## src/rtl/imm_encoder_pkg.sv

```systemverilog
// Shared constants for the rotated-immediate encoder: word and operand
// widths, rotation-count width and the FSM state encodings.
package imm_encoder_pkg;

  localparam int unsigned WORD_WIDTH            = 32;
  localparam int unsigned SHIFTER_OPERAND_WIDTH = 12;
  localparam int unsigned IMM_ENC_ROT_WIDTH     = 4;
  localparam int unsigned IMM_ENC_IMM_WIDTH     = 8;

  localparam logic [IMM_ENC_ROT_WIDTH-1:0] IMM_ENC_ROT_MAX = '1;

  typedef enum logic [1:0] {
    IMM_ENC_IDLE   = 2'd0,
    IMM_ENC_SEARCH = 2'd1,
    IMM_ENC_DONE   = 2'd2
  } imm_enc_state_e;

endpackage

```

## src/rtl/imm_rot_check.sv

```systemverilog
// One rotate-and-test step: rotate the target left by 2*rot and report
// whether the result fits in the low 8 bits.
module imm_rot_check
  import imm_encoder_pkg::*;
(
  input  logic [WORD_WIDTH-1:0]        target,
  input  logic [IMM_ENC_ROT_WIDTH-1:0] rot,
  output logic                         match,
  output logic [IMM_ENC_IMM_WIDTH-1:0] imm8
);

  logic [2*WORD_WIDTH-1:0] doubled;
  logic [WORD_WIDTH-1:0]   candidate;

  // Rotate-left via a doubled word; the upper half holds the rotated value.
  always_comb begin
    doubled   = {target, target} << {rot, 1'b0};
    candidate = WORD_WIDTH'(doubled >> WORD_WIDTH);
    match     = (candidate[WORD_WIDTH-1:IMM_ENC_IMM_WIDTH] == '0);
    imm8      = candidate[IMM_ENC_IMM_WIDTH-1:0];
  end

endmodule

```

## src/rtl/imm_encoder.sv

```systemverilog
// Operand-2 rotated-immediate encoder: sequentially searches rot 0..15 for
// the smallest rotation that turns the value into an 8-bit immediate.
// Optional feature macro: IMM_ENC_NEGATE_EN adds a second pass over ~value
// and the inverted output.
module imm_encoder
  import imm_encoder_pkg::*;
(
  input  logic                             clk,
  input  logic                             rst,
  input  logic                             start,
  input  logic [WORD_WIDTH-1:0]            value,
  output logic                             busy,
  output logic                             done,
  output logic                             encodable,
  output logic [SHIFTER_OPERAND_WIDTH-1:0] shifter_operand
`ifdef IMM_ENC_NEGATE_EN
  ,
  output logic                             inverted
`endif
);

  imm_enc_state_e                 state_q;
  logic [IMM_ENC_ROT_WIDTH-1:0]   rot_q;
  logic [WORD_WIDTH-1:0]          target_q;
  logic                           rot_match;
  logic [IMM_ENC_IMM_WIDTH-1:0]   rot_imm8;
`ifdef IMM_ENC_NEGATE_EN
  logic                           pass_q;
`endif

  imm_rot_check u_rot_check (
    .target (target_q),
    .rot    (rot_q),
    .match  (rot_match),
    .imm8   (rot_imm8)
  );

  // Search FSM with registered status and result outputs.
  always_ff @(posedge clk) begin
    if (rst) begin
      state_q         <= IMM_ENC_IDLE;
      rot_q           <= '0;
      target_q        <= '0;
      busy            <= 1'b0;
      done            <= 1'b0;
      encodable       <= 1'b0;
      shifter_operand <= '0;
`ifdef IMM_ENC_NEGATE_EN
      pass_q          <= 1'b0;
      inverted        <= 1'b0;
`endif
    end else begin
      done <= 1'b0;
      case (state_q)
        IMM_ENC_IDLE, IMM_ENC_DONE: begin
          if (start) begin
            state_q  <= IMM_ENC_SEARCH;
            busy     <= 1'b1;
            target_q <= value;
            rot_q    <= '0;
`ifdef IMM_ENC_NEGATE_EN
            pass_q   <= 1'b0;
`endif
          end else begin
            state_q <= IMM_ENC_IDLE;
          end
        end
        IMM_ENC_SEARCH: begin
          if (rot_match) begin
            state_q         <= IMM_ENC_DONE;
            busy            <= 1'b0;
            done            <= 1'b1;
            encodable       <= 1'b1;
            shifter_operand <= {rot_q, rot_imm8};
`ifdef IMM_ENC_NEGATE_EN
            inverted        <= pass_q;
`endif
          end else if (rot_q == IMM_ENC_ROT_MAX) begin
`ifdef IMM_ENC_NEGATE_EN
            if (!pass_q) begin
              // Plain value exhausted; retry on its complement.
              pass_q   <= 1'b1;
              target_q <= ~target_q;
              rot_q    <= '0;
            end else begin
              state_q         <= IMM_ENC_DONE;
              busy            <= 1'b0;
              done            <= 1'b1;
              encodable       <= 1'b0;
              shifter_operand <= '0;
              inverted        <= 1'b0;
            end
`else
            state_q         <= IMM_ENC_DONE;
            busy            <= 1'b0;
            done            <= 1'b1;
            encodable       <= 1'b0;
            shifter_operand <= '0;
`endif
          end else begin
            rot_q <= rot_q + IMM_ENC_ROT_WIDTH'(1);
          end
        end
        default: begin
          state_q <= IMM_ENC_IDLE;
          busy    <= 1'b0;
        end
      endcase
    end
  end

endmodule

```

## config.mk

```make
export PLATFORM = sky130hd
export DESIGN_NAME = imm_encoder
export DESIGN_NICKNAME = d
export VERILOG_FILES = /design/src/rtl/imm_encoder_pkg.sv /design/src/rtl/imm_rot_check.sv /design/src/rtl/imm_encoder.sv
export SDC_FILE = /design/constraint.sdc
export NUM_CORES = 1
export LEC_CHECK = 0
export CORE_MARGIN = 5
export CORE_UTILIZATION = 33
export CTS_CLUSTER_SIZE = 30
export DETAILED_ROUTE_END_ITERATION = 6
export SLEW_MARGIN = 20
export SYNTH_ARGS = -nofsm -noshare
export SYNTH_HDL_FRONTEND = slang
export SYNTH_SLANG_ARGS = --single-unit
```

## constraint.sdc

```tcl
create_clock -name clk -period 6.2 [get_ports clk]
set_input_delay 0.93 -clock clk [delete_from_list [all_inputs] [get_ports clk]]
set_output_delay 0.93 -clock clk [all_outputs]
set_load 0.02 [all_outputs]
```

# == Word level (Yosys, flattened, before mapping) ==
# Cells that the tools add are included.
# word_totals
elab_cells,44
register_bits,53
# classes
n_shift,1
mux,17
n_reduce_logical,10
add_sub_neg,1
bitwise_logic,1
n_eq_ne,7
# op_table
cell,n
$shl 64x5->64,1
$logic_not 24->1,1
$mux 12,2
$mux 4,3
$pmux 4 s2,1
$mux 1,7
$ne 2x2->1 const B,3
$reduce_and 2->1,3
$add 4x1->4 const B,1
$eq 4x4->1 const B,1
$mux 2,2
$pmux 2 s2,1
$reduce_and 4->1,1
$reduce_bool 2->1,2
$reduce_or 2->1,2
$ne 3x3->1 const B,1
$eq 2x1->1 const B,1
$eq 2x2->1 const B,1
$logic_not 2->1,1
$pmux 1 s2,1
$not 1->1,1

# == Depth between registers and ports, before layout ==
# depth
ltp_word,4
depth_mapped,12
ltp_nobuf,8

# == Cells and area by module ==
# From an unflattened synthesis, not the netlist that was laid out.
# hier_totals
cells_unflattened,402
area_unflattened_um2,3320.7
# modules_own_cells
module,area_per_inst_um2,seq_area_each_um2,cells_per_inst,n_inst
imm_encoder,1883.1,1061.0,216,1
imm_rot_check,1437.6,0.0,186,1

# == Worst setup path before layout ==
# Ideal clock, no wire load.
# synth_path
kind,register -> register
from,register rot_q[1]
to,register shifter_operand[0]
arrival_time_ps,2464
path_stages_with_launch,12
required_time_ps,6068
slack_ps,3603
setup_ps,132
cell_sequence,dfxtp_1 buf_6 buf_8 mux4_2 mux2_4 nor3_2 nand3_1 o22a_2 o31a_4 buf_6 o21ai_2 a21oi_1
# synth_via
elab_chain_cells,4
word_cells_on_any_way,6
cone_classes,eq/ne: 1; shift: 1; mux: 1; reduce/logical: 3
# synth_lines
element,line,text
start: declaration,imm_encoder.sv:23,logic [IMM_ENC_ROT_WIDTH-1:0] rot_q;
start signal: assignment,imm_encoder.sv:101,rot_q <= rot_q + IMM_ENC_ROT_WIDTH'(1);
$shl 64x5->64,imm_rot_check.sv:17,"doubled = {target, target} << {rot, 1'b0};"
$logic_not 24->1,imm_rot_check.sv:19,match = (candidate[WORD_WIDTH-1:IMM_ENC_IMM_WIDTH] == '0);
$reduce_bool 2->1 (no line),--,
$reduce_and 2->1 (no line),--,
end signal: assignment,imm_encoder.sv:74,"shifter_operand <= {rot_q, rot_imm8};"
end: declaration,imm_encoder.sv:15,output logic [SHIFTER_OPERAND_WIDTH-1:0] shifter_operand
# Parallel ways exist; a longest one is shown, timed or not.
# A chain may end at the register's enable or synchronous reset.

# == Worst setup path in the final report ==
# layout_path
from,register rot_q[1]
to,register shifter_operand[3]
# Same word-level chain as after synthesis.

==> flow_metrics.env <==
export IMPL_worstPathRequired_ns=6.44
export IMPL_clk_path_buf_depth=2
export IMPL_syn_avg_cell_area_um2=8.47
export IMPL_crit_type="reg2reg"
export IMPL_drive_above_1_share_pct=12.9
export IMPL_seq_area_um2=1070
export IMPL_yosysTopAreaCell="dfxtp_1"
export IMPL_worstSkewPairLatency_ns=0.31
export IMPL_postCtsSetupRepairBufs=0
export IMPL_num_io_pins=50
export IMPL_route_detailed_drc=0
export IMPL_p_per_area_nw_per_um2=198
export IMPL_cts_root_buf="clkbuf_8"
export IMPL_drt_iter0_drc=207
export IMPL_multi_input_area_um2=2350
export IMPL_grt_max_degree=55
export IMPL_reg2reg_slack_ns=2.60
export IMPL_synth_fp_nets=464
export IMPL_clkSinkCount=53
export IMPL_cp_max_fo=39
export IMPL_crit_end="shifter_operand[3]"
export IMPL_hold_buffers=0
export IMPL_hold_depth=2
export IMPL_path_buf_inv=1
export IMPL_clk_pin_slew_ns=0.09
export IMPL_num_fill_cells=1107
export IMPL_leakagePower_nw=1.39
export IMPL_critPathMaxStageDelay_ns=0.69
export IMPL_cts_tree="yes"
export IMPL_setup_viol=0
export IMPL_reg2regPathDepth=9
export IMPL_io_buffers=49
export IMPL_gp_congestion=0.954
export IMPL_die_w_um=115
export IMPL_wirelength_um=10100
export IMPL_rsz0062_at_grt="no"
export IMPL_reg2reg_to="shifter_operand[3]"
export IMPL_finalCritPeriodShare_pct=58.1
export IMPL_post_cts_resized=0
export IMPL_antenna_found_initial=0
export IMPL_core_area_um2=10800
export IMPL_critPathCaptureType="flip-flop"
export IMPL_post_dp_hpwl_um=7200
export IMPL_arrival_ns=3.84
export IMPL_min_period_ns=3.60
export IMPL_path_cells="buf_4 > mux4_2 > or3_1 > nor3_2 > nor2_1 > o32a_1 > nor2_1 > o2111ai_1 > a21oi_1"
export IMPL_synth_top_area_share_pct=29.3
export IMPL_tightest_slew_ns=0.971
export IMPL_drtPass1Iterations=5
export IMPL_r2r_start="rot_q[1]"
export IMPL_final_nets=485
export IMPL_synth_edff_count=0
export IMPL_grt_usage_pct=15.5
export IMPL_syn_cell_area_um2=3620
export IMPL_hp_class="reg2reg"
export IMPL_finalMaxSlewViolations=0
export IMPL_relSlewSlack_pct=35.3
export IMPL_hold_viol_final=0
export IMPL_fmax_mhz=277
export IMPL_row_count=38
export IMPL_viasPerCell=5.71
export IMPL_synthArstFlopShare_pct=0
export IMPL_grt_overflow_total=0
export IMPL_grt_pass1_wl_um=16600
export IMPL_status="finished, final reports clean"
export IMPL_ant_nets=0
export IMPL_synthCells=428
export IMPL_critPathSlowestCell="dfxtp_2"
export IMPL_yosys_register_bits=53
export IMPL_crit_cells=9
export IMPL_synth_common_cells="nand2_1, a21oi_1, dfxtp_1"
export IMPL_synth_cell_types=49
export IMPL_synth_area_leaders="dfxtp_1, mux4_2, mux2i_1"
export IMPL_routedWlPerCell_um=17.1
export IMPL_critical_path_top_delay_family="simple AND/OR/NAND/NOR gates"
export IMPL_dieArea_um2=13200
export IMPL_grt_pass1_vias=3252
export IMPL_ys_warn_count=0
export IMPL_vias=3367
export IMPL_skew_ns=0.00644
export IMPL_numCtsBuffers=5
export IMPL_post_route_util_pct=39.3
export IMPL_vdd_drop_max_mv=0.0891
export IMPL_yosys_cell_count_top_type="nand2_1"
export IMPL_startpoint="rot_q[1]"
export IMPL_final_setup_tns_ns=0
export IMPL_synth_seq_area_share_pct=29.3
export IMPL_crit_top_cell="nor2_1"
export IMPL_start_util_pct=33.6
export IMPL_cts_max_level=2
export IMPL_dieHeight_um=115
export IMPL_antenna_cells=0
export IMPL_synth_ff_type="dfxtp_1"
export IMPL_cp_start_kind="flip-flop"
export IMPL_cap_violations=0
export IMPL_area_growth_pct=17.0
[report_power, final]
| part | switching, mW | total [mW] | internal (mW) | leakage, nW |
|---|---|---|---|---|
| combinational | 0.114 | 0.206 | 0.0929 | 0.893 |
| sequential | 0.0322 | 0.388 | 0.356 | 0.434 |
| clock | 0.113 | 0.245 | 0.132 | 0.0585 |
| total | 0.259 | 0.839 | 0.581 | 1.39 |
[registers in the layout (all words and copies together) (netlist names)]
| register | count |
|---|---|
| state_q | 2 |
| target_q | 32 |
| encodable | 1 |
| done | 1 |
| rot_q | 4 |
| shifter_operand | 12 |
| busy | 1 |
[worst reg2reg max path, cell delays in order (launching register included)]
cell       delay (ns)
dfxtp_2          0.69
buf_4            0.53
mux4_2           0.39
or3_1            0.37
nor3_2           0.14
nor2_1           0.09
o32a_1           0.37
nor2_1           0.58
o2111ai_1        0.22
a21oi_1          0.16
[routing by layer]
layer	GRT usage, %	wire (um)	vias to the layer above
met2	25.0	4710	126
met5	0	0	-
met3	2.68	586	17
met1	21.0	4550	1603
met4	5.16	234	0
li1	-	-	1621
[logic make-up (layout without fill, tap and decap cells)]
group	count (synthesis)	in the layout	share of synthesized area [%]
adder cells (fa/ha/maj)	1	1	0.345
multiplexers	62	62	24.9
buffers and inverters	43	65	5.90
AND/OR/NAND/NOR	156	156	19.5
flip-flops	53	53	29.3
AO/OA/AOI/OAI	113	113	20.1
[how the worst min path moves through the flow]
stage / from / end / slack, ns
6_report: shifter_operand[2] / shifter_operand[2] / 0.47
5_1_grt: shifter_operand[2] / shifter_operand[2] / 0.49
4_1_cts: shifter_operand[2] / shifter_operand[2] / 0.47
3_5_place_dp: shifter_operand[2] / shifter_operand[2] / 0.46
3_3_place_gp: shifter_operand[11] / shifter_operand[11] / 0.45
2_1_floorplan: target_q[31] / target_q[31] / 0.46
[layout by cell type (no fill, tap or decap), types with 4 or more instances in the layout]
| cell type | instances |
|---|---|
| a21oi_1 | 58 |
| buf_4 | 4 |
| nor3_1 | 13 |
| clkbuf_8 | 6 |
| mux2i_1 | 31 |
| clkdlybuf4s50_1 | 48 |
| dfxtp_1 | 51 |
| mux4_2 | 16 |
| a211oi_1 | 4 |
| mux4_1 | 4 |
| o21ai_0 | 9 |
| o211ai_1 | 8 |
| nor3_2 | 5 |
| nand3_1 | 16 |
| nand2b_1 | 7 |
| o21ai_2 | 6 |
| o2111ai_1 | 6 |
| mux2_2 | 10 |
| nand2_1 | 81 |
| nor2_1 | 21 |
[through the flow]
step	hold slack [ns]	std cells	instance area [um^2]	worst slack [ns]	power, mW
5_1_grt	0.489	590	4240	2.32	0.885
3_3_place_gp	0.453	582	4120	2.72	0.598
3_5_place_dp	0.456	582	4120	2.64	0.601
4_1_cts	0.470	590	4240	2.63	0.846
2_1_floorplan	0.457	428	3620	3.60	0.536
6_report	0.466	590	4240	2.60	0.839
[layout make-up]
class                   count  share of cell area [%]
multi-input cells         332                    55.5
flip-flops and latches     53                    25.1
repair buffers             53                    12.2
well taps                 140                    4.13
clock buffers               7                    2.04
clock inverters             1                   0.708
inverters                   4                   0.354
No activity file was read; power rests on OpenSTA's default activity.
